File: src/rtl/arith_pkg.sv
// Shared definitions for the serial add/subtract family: default sizing and
// the state encoding used by the slice-sequencing controllers.
package arith_pkg;

   localparam int unsigned DEF_WIDTH = 16;
   localparam int unsigned DEF_SLICE = 4;

   typedef enum logic [1:0] {
      ST_IDLE = 2'd0,
      ST_RUN  = 2'd1,
      ST_DONE = 2'd2
   } state_e;

endpackage

File: src/rtl/sub_slice_4.sv
// Combinational SLICE-bit subtract: diff = a - b - b_in, computed as
// a + ~b + ~b_in so the adder carry-out is the inverted borrow.
module sub_slice_4
   import arith_pkg::*;
#(
   parameter int unsigned SLICE = DEF_SLICE
) (
   input  logic [SLICE-1:0] a,
   input  logic [SLICE-1:0] b,
   input  logic             b_in,
   output logic [SLICE-1:0] diff,
   output logic             b_out
);

   logic [SLICE-1:0] w_b_inv;
   logic             w_bin_inv;
   logic [SLICE:0]   w_sum;

   assign w_b_inv   = ~b;
   assign w_bin_inv = ~b_in;
   assign w_sum     = {1'b0, a} + {1'b0, w_b_inv} + {{SLICE{1'b0}}, w_bin_inv};

   assign diff  = w_sum[SLICE-1:0];
   assign b_out = ~w_sum[SLICE];

endmodule

File: src/rtl/sub_serial_16.sv
// Multi-cycle subtractor: a - b - b_in evaluated one slice per clock, LSB
// slice first, with the borrow carried between slices in a flop.
module sub_serial_16
   import arith_pkg::*;
#(
   parameter int unsigned WIDTH = DEF_WIDTH,
   parameter int unsigned SLICE = DEF_SLICE
) (
   input  logic             clk,
   input  logic             rst,
   input  logic             start,
   input  logic [WIDTH-1:0] a,
   input  logic [WIDTH-1:0] b,
   input  logic             b_in,
   output logic             busy,
   output logic             done,
   output logic [WIDTH-1:0] diff,
   output logic             b_out,
   output logic             ovf
);

   localparam int unsigned NSLICE = WIDTH / SLICE;
   localparam int unsigned IDX_W  = (NSLICE > 1) ? $clog2(NSLICE) : 1;
   localparam int unsigned BASE_W = (WIDTH > 1) ? $clog2(WIDTH) : 1;

   generate
      if ((WIDTH % SLICE) != 0) begin : g_bad_size
         $error("WIDTH must be a multiple of SLICE");
      end
   endgenerate

   state_e             r_state;
   logic [IDX_W-1:0]   r_idx;
   logic [WIDTH-1:0]   r_a;
   logic [WIDTH-1:0]   r_b;
   logic               r_borrow;
   logic [WIDTH-1:0]   r_diff;
   logic               r_b_out;
   logic               r_ovf;
   logic               r_done;
   logic               r_busy;

   logic [BASE_W-1:0]  w_base;
   logic [SLICE-1:0]   w_a_slice;
   logic [SLICE-1:0]   w_b_slice;
   logic [SLICE-1:0]   w_slice_diff;
   logic               w_slice_bout;
   logic               w_last;
   logic               w_ovf;

   // Bit offset of the slice currently being processed.
   assign w_base    = BASE_W'(r_idx * SLICE);
   assign w_a_slice = r_a[w_base +: SLICE];
   assign w_b_slice = r_b[w_base +: SLICE];
   assign w_last    = (r_idx == IDX_W'(NSLICE - 1));

   // On the last slice the slice MSB is the result sign bit.
   assign w_ovf = (r_a[WIDTH-1] != r_b[WIDTH-1]) &&
                  (w_slice_diff[SLICE-1] != r_a[WIDTH-1]);

   sub_slice_4 #(
      .SLICE (SLICE)
   ) u_slice (
      .a     (w_a_slice),
      .b     (w_b_slice),
      .b_in  (r_borrow),
      .diff  (w_slice_diff),
      .b_out (w_slice_bout)
   );

   always_ff @(posedge clk) begin
      if (rst) begin
         r_state  <= ST_IDLE;
         r_idx    <= '0;
         r_a      <= '0;
         r_b      <= '0;
         r_borrow <= 1'b0;
         r_diff   <= '0;
         r_b_out  <= 1'b0;
         r_ovf    <= 1'b0;
         r_done   <= 1'b0;
         r_busy   <= 1'b0;
      end else begin
         case (r_state)
            ST_IDLE: begin
               r_done <= 1'b0;
               if (start) begin
                  r_a      <= a;
                  r_b      <= b;
                  r_borrow <= b_in;
                  r_idx    <= '0;
                  r_diff   <= '0;
                  r_b_out  <= 1'b0;
                  r_ovf    <= 1'b0;
                  r_busy   <= 1'b1;
                  r_state  <= ST_RUN;
               end
            end
            ST_RUN: begin
               r_diff[w_base +: SLICE] <= w_slice_diff;
               r_borrow                <= w_slice_bout;
               if (w_last) begin
                  r_b_out <= w_slice_bout;
                  r_ovf   <= w_ovf;
                  r_done  <= 1'b1;
                  r_state <= ST_DONE;
               end else begin
                  r_idx <= r_idx + IDX_W'(1);
               end
            end
            ST_DONE: begin
               r_done  <= 1'b0;
               r_busy  <= 1'b0;
               r_state <= ST_IDLE;
            end
            default: begin
               r_done  <= 1'b0;
               r_busy  <= 1'b0;
               r_state <= ST_IDLE;
            end
         endcase
      end
   end

   assign busy  = r_busy;
   assign done  = r_done;
   assign diff  = r_diff;
   assign b_out = r_b_out;
   assign ovf   = r_ovf;

endmodule

File: config.mk
export PLATFORM = sky130hd
export DESIGN_NAME = sub_serial_16
export DESIGN_NICKNAME = d
export VERILOG_FILES = /design/src/rtl/arith_pkg.sv /design/src/rtl/sub_slice_4.sv /design/src/rtl/sub_serial_16.sv
export SDC_FILE = /design/constraint.sdc
export NUM_CORES = 1
export LEC_CHECK = 0
export ABC_AREA = 1
export CAP_MARGIN = 25
export CORE_MARGIN = 2
export CORE_UTILIZATION = 24
export DETAILED_ROUTE_END_ITERATION = 16
export PLACE_DENSITY = 0.46
export SYNTH_ARGS = -nofsm -noshare
export SYNTH_HDL_FRONTEND = slang
export SYNTH_HIERARCHICAL = 1
export SYNTH_SLANG_ARGS = --single-unit
File: constraint.sdc
create_clock -name clk -period 3.1 [get_ports clk]
set_input_delay 0.31 -clock clk [delete_from_list [all_inputs] [get_ports clk]]
set_output_delay 0.31 -clock clk [all_outputs]
set_load 0.05 [all_outputs]
==> impl_results.md <==
- CP Capture Type: flip-flop
- CTS tree: built
- Core ar.: 10,800 sq um
- Most common cell in the netlist: nor2_1
- #FFs+latches synth: 57
- Final setup viols: 0
- Max stage delay on crit path: 0.58 ns
- Drt total wl: 6880 um
- Share of cells above drive strength 1: 7.03%
- Max-cap violations: 0
- H-tree levels: 3
- DP Worst Slack: 0.432 ns
- Fmax: 0.370 GHz
- DRC Markers: 0
- Critical Path RT: 3.38 ns
- Slew Viols, Final: 0
- GRT Total Usage: 12.7%
- Final period util: 87.2%
- Average via count per standard cell: approximately 4.4
- Global-route wire length before repair: 11,600 um
- DIE AREA: 11,900 sq um
- GRT Residual Overflow: 0
- Area leader, netlist: dfxtp_1
- RSZ-0062 raised after global routing: false
- Setup bufs post-CTS: 0
- Worst Path Arrival: 2.98 ns
- Status: complete, no violations
- Synth Cell Area: 2660 sq um
- Post-CTS Resized: 0
- TritonRoute pass-1 iters: 4
- CTS Sinks: 57
- CTS Buf Count: 9
- Worst vdd ir: 0.000195 V
- Initial Utilization: 24.5%
- Mapped Cells: 373
- CP max FO: 25
- Vias in the first global route: 2,392
- EDFF count, synth: 0
- NumNets Final: around 470
- DRT antenna net count: 0
- Io pins: 56
- Synth warn: 6
- Worst path depth: 11
- Area Overhead vs Synth: 31.9%
- Register cell area after layout: ~1100 sq um
- Hold crit path type: flip-flop to flip-flop
- Hold path depth: 2
- Pwr Total: between 1500 and 2000 uW
- Power Dens Cells: 542 nW/um^2
- Clk_lat worst skew: 0.34 ns
- Worst Setup Slack, final: 0.397 ns
- Ys async rst share: 0%
- Port buffer count: 55
- Initial antenna violation count: 0
- CTS Hold Buffers Added: 0
- Crit path max-delay family: adder cells
- FP Rows: 38
- Diode count: 0
- Syn nets: 420
- Fin crit period: 2.70 ns
- Placer Congestion: 0.849
- Crit path kind: flip-flop to flip-flop
- Main synth FF type: dfxtp_1
- Die H: about 110 um
- Avg WL per Cell: ~12 um
- Fill cells: 1,194
- Multi-input logic area: roughly 1300 sq um
- DP HPWL: 5200 um
- R2R cell count: 11
- Crit-path cells: inv_2 > o21ai_0 > o22ai_1 > fa_1 > inv_1 > fa_1 > xor2_1 > inv_1 > nor3_1 > nand2_1 > a21oi_1
- Syn Area/Cell: 7.12 sq um
- Yosys top cell area share: roughly 43%
- Clk_skew: 0.00918 ns
- Vias: 2,513
- Largest net degree at the start of global routing: 36
- Setup_tns: 0 ns
- Max_slew headroom: 66.4%
- Critical Path Start Type: flip-flop
- Die Span X: 109 um
- Distinct cells, synth: 24
- Post-synthesis sequential area ratio: 43.0%
- Worst-path clk slew: roughly 0.07 ns
- CTS max path bufs: 2
- Slowest-stage cell, CP: dfxtp_1
- Worst-Margin Slew: 0.503 ns
- 1st-iter DRT viols: 137
- Synth cell count leaders: 94 x nor2_1, 57 x dfxtp_1, 46 x nand2_1
- Leak: 0.00137 uW
- Worst path bufs/invs: 3
- Final-report hold violation count: 0
- CTS root buffer: clkbuf_8
- Top post-synthesis cells by area: dfxtp_1 43%, nor2_1 13%, o21ai_0 7.9%
## area by class of cell
| cell class | count | share of cell area (%) |
|---|---|---|
| multi-input cells | 271 | 37.6 |
| clock buffers | 10 | 3.93 |
| repair buffers | 58 | 16.4 |
| flip-flops and latches | 57 | 32.6 |
| clock inverters | 6 | 1.89 |
| well taps | 140 | 5.00 |
| inverters | 25 | 2.68 |
## kinds of logic (layout without fill, tap and decap cells)
family                     Yosys count  count (layout)  synth area share (%)
and+or+nand+nor                    176             176                  27.5
AOI/OAI and AO/OA                   83              83                  16.0
DFF                                 57              57                  43.0
buffers and inverters               45              99                  7.49
adders and majority gates           11              11                  5.75
xor gates and xnor gates             1               1                 0.330
## layout by cell type, fill, tap and decap left out, types with 3 or more instances in the layout
master,count
o22ai_1,8
nand3_1,22
o21ai_0,42
nand2_1,46
o21ai_1,7
clkinvlp_4,3
inv_1,20
inv_2,5
nand3_2,3
ha_1,9
clkbuf_8,10
buf_4,3
clkdlybuf4s50_1,55
dfxtp_1,57
nor3_1,5
a21oi_1,26
nor2_1,94
## tightest hold or removal path: stages (launching register included)
cell and delay [ns]:
dfxtp_1 0.31, nand2_1 0.06, a21oi_1 0.05
## final timing paths
check | start | end | slack [ns]
min | diff[2] | diff[2] | 0.46
max | r_idx[0] | diff[14] | 0.40
min reg2reg | diff[2] | diff[2] | 0.46
max reg2reg | r_idx[0] | diff[14] | 0.40
## sequential cells by signal, indices dropped and copies added (netlist names)
| name | count |
|---|---|
| r_idx | 2 |
| r_b | 16 |
| b_out | 1 |
| ovf | 1 |
| r_a | 16 |
| r_state | 2 |
| diff | 16 |
| busy | 1 |
| r_borrow | 1 |
| done | 1 |
## routing by layer
| metal | up-vias | share of wire (%) | global-route usage, % |
|---|---|---|---|
| met2 | 60 | 46 | 19.8 |
| met5 | - | 0 | 0 |
| li1 | 1315 | - | - |
| met4 | 0 | 1.2 | 5.42 |
| met1 | 1131 | 47 | 16.3 |
| met3 | 7 | 5.4 | 3.59 |
## per-stage QoR
stage	hold slack, ns	area (sq um)	std cells	util [%]
final	0.460	3500	567	32.3
after global routing	0.475	3500	567	32.3
after CTS	0.463	3500	567	32.3
after detailed placement	0.454	3300	551	30.4
after global placement	0.448	3300	551	30.4
after floorplan	0.379	2660	373	-
## report_power, final
group          internal [uW]  switching, uW  total, uW
sequential               777           33.6        811
combinational            153            234        388
clock                    393            306        700
Power figures use the tool's default switching activity.
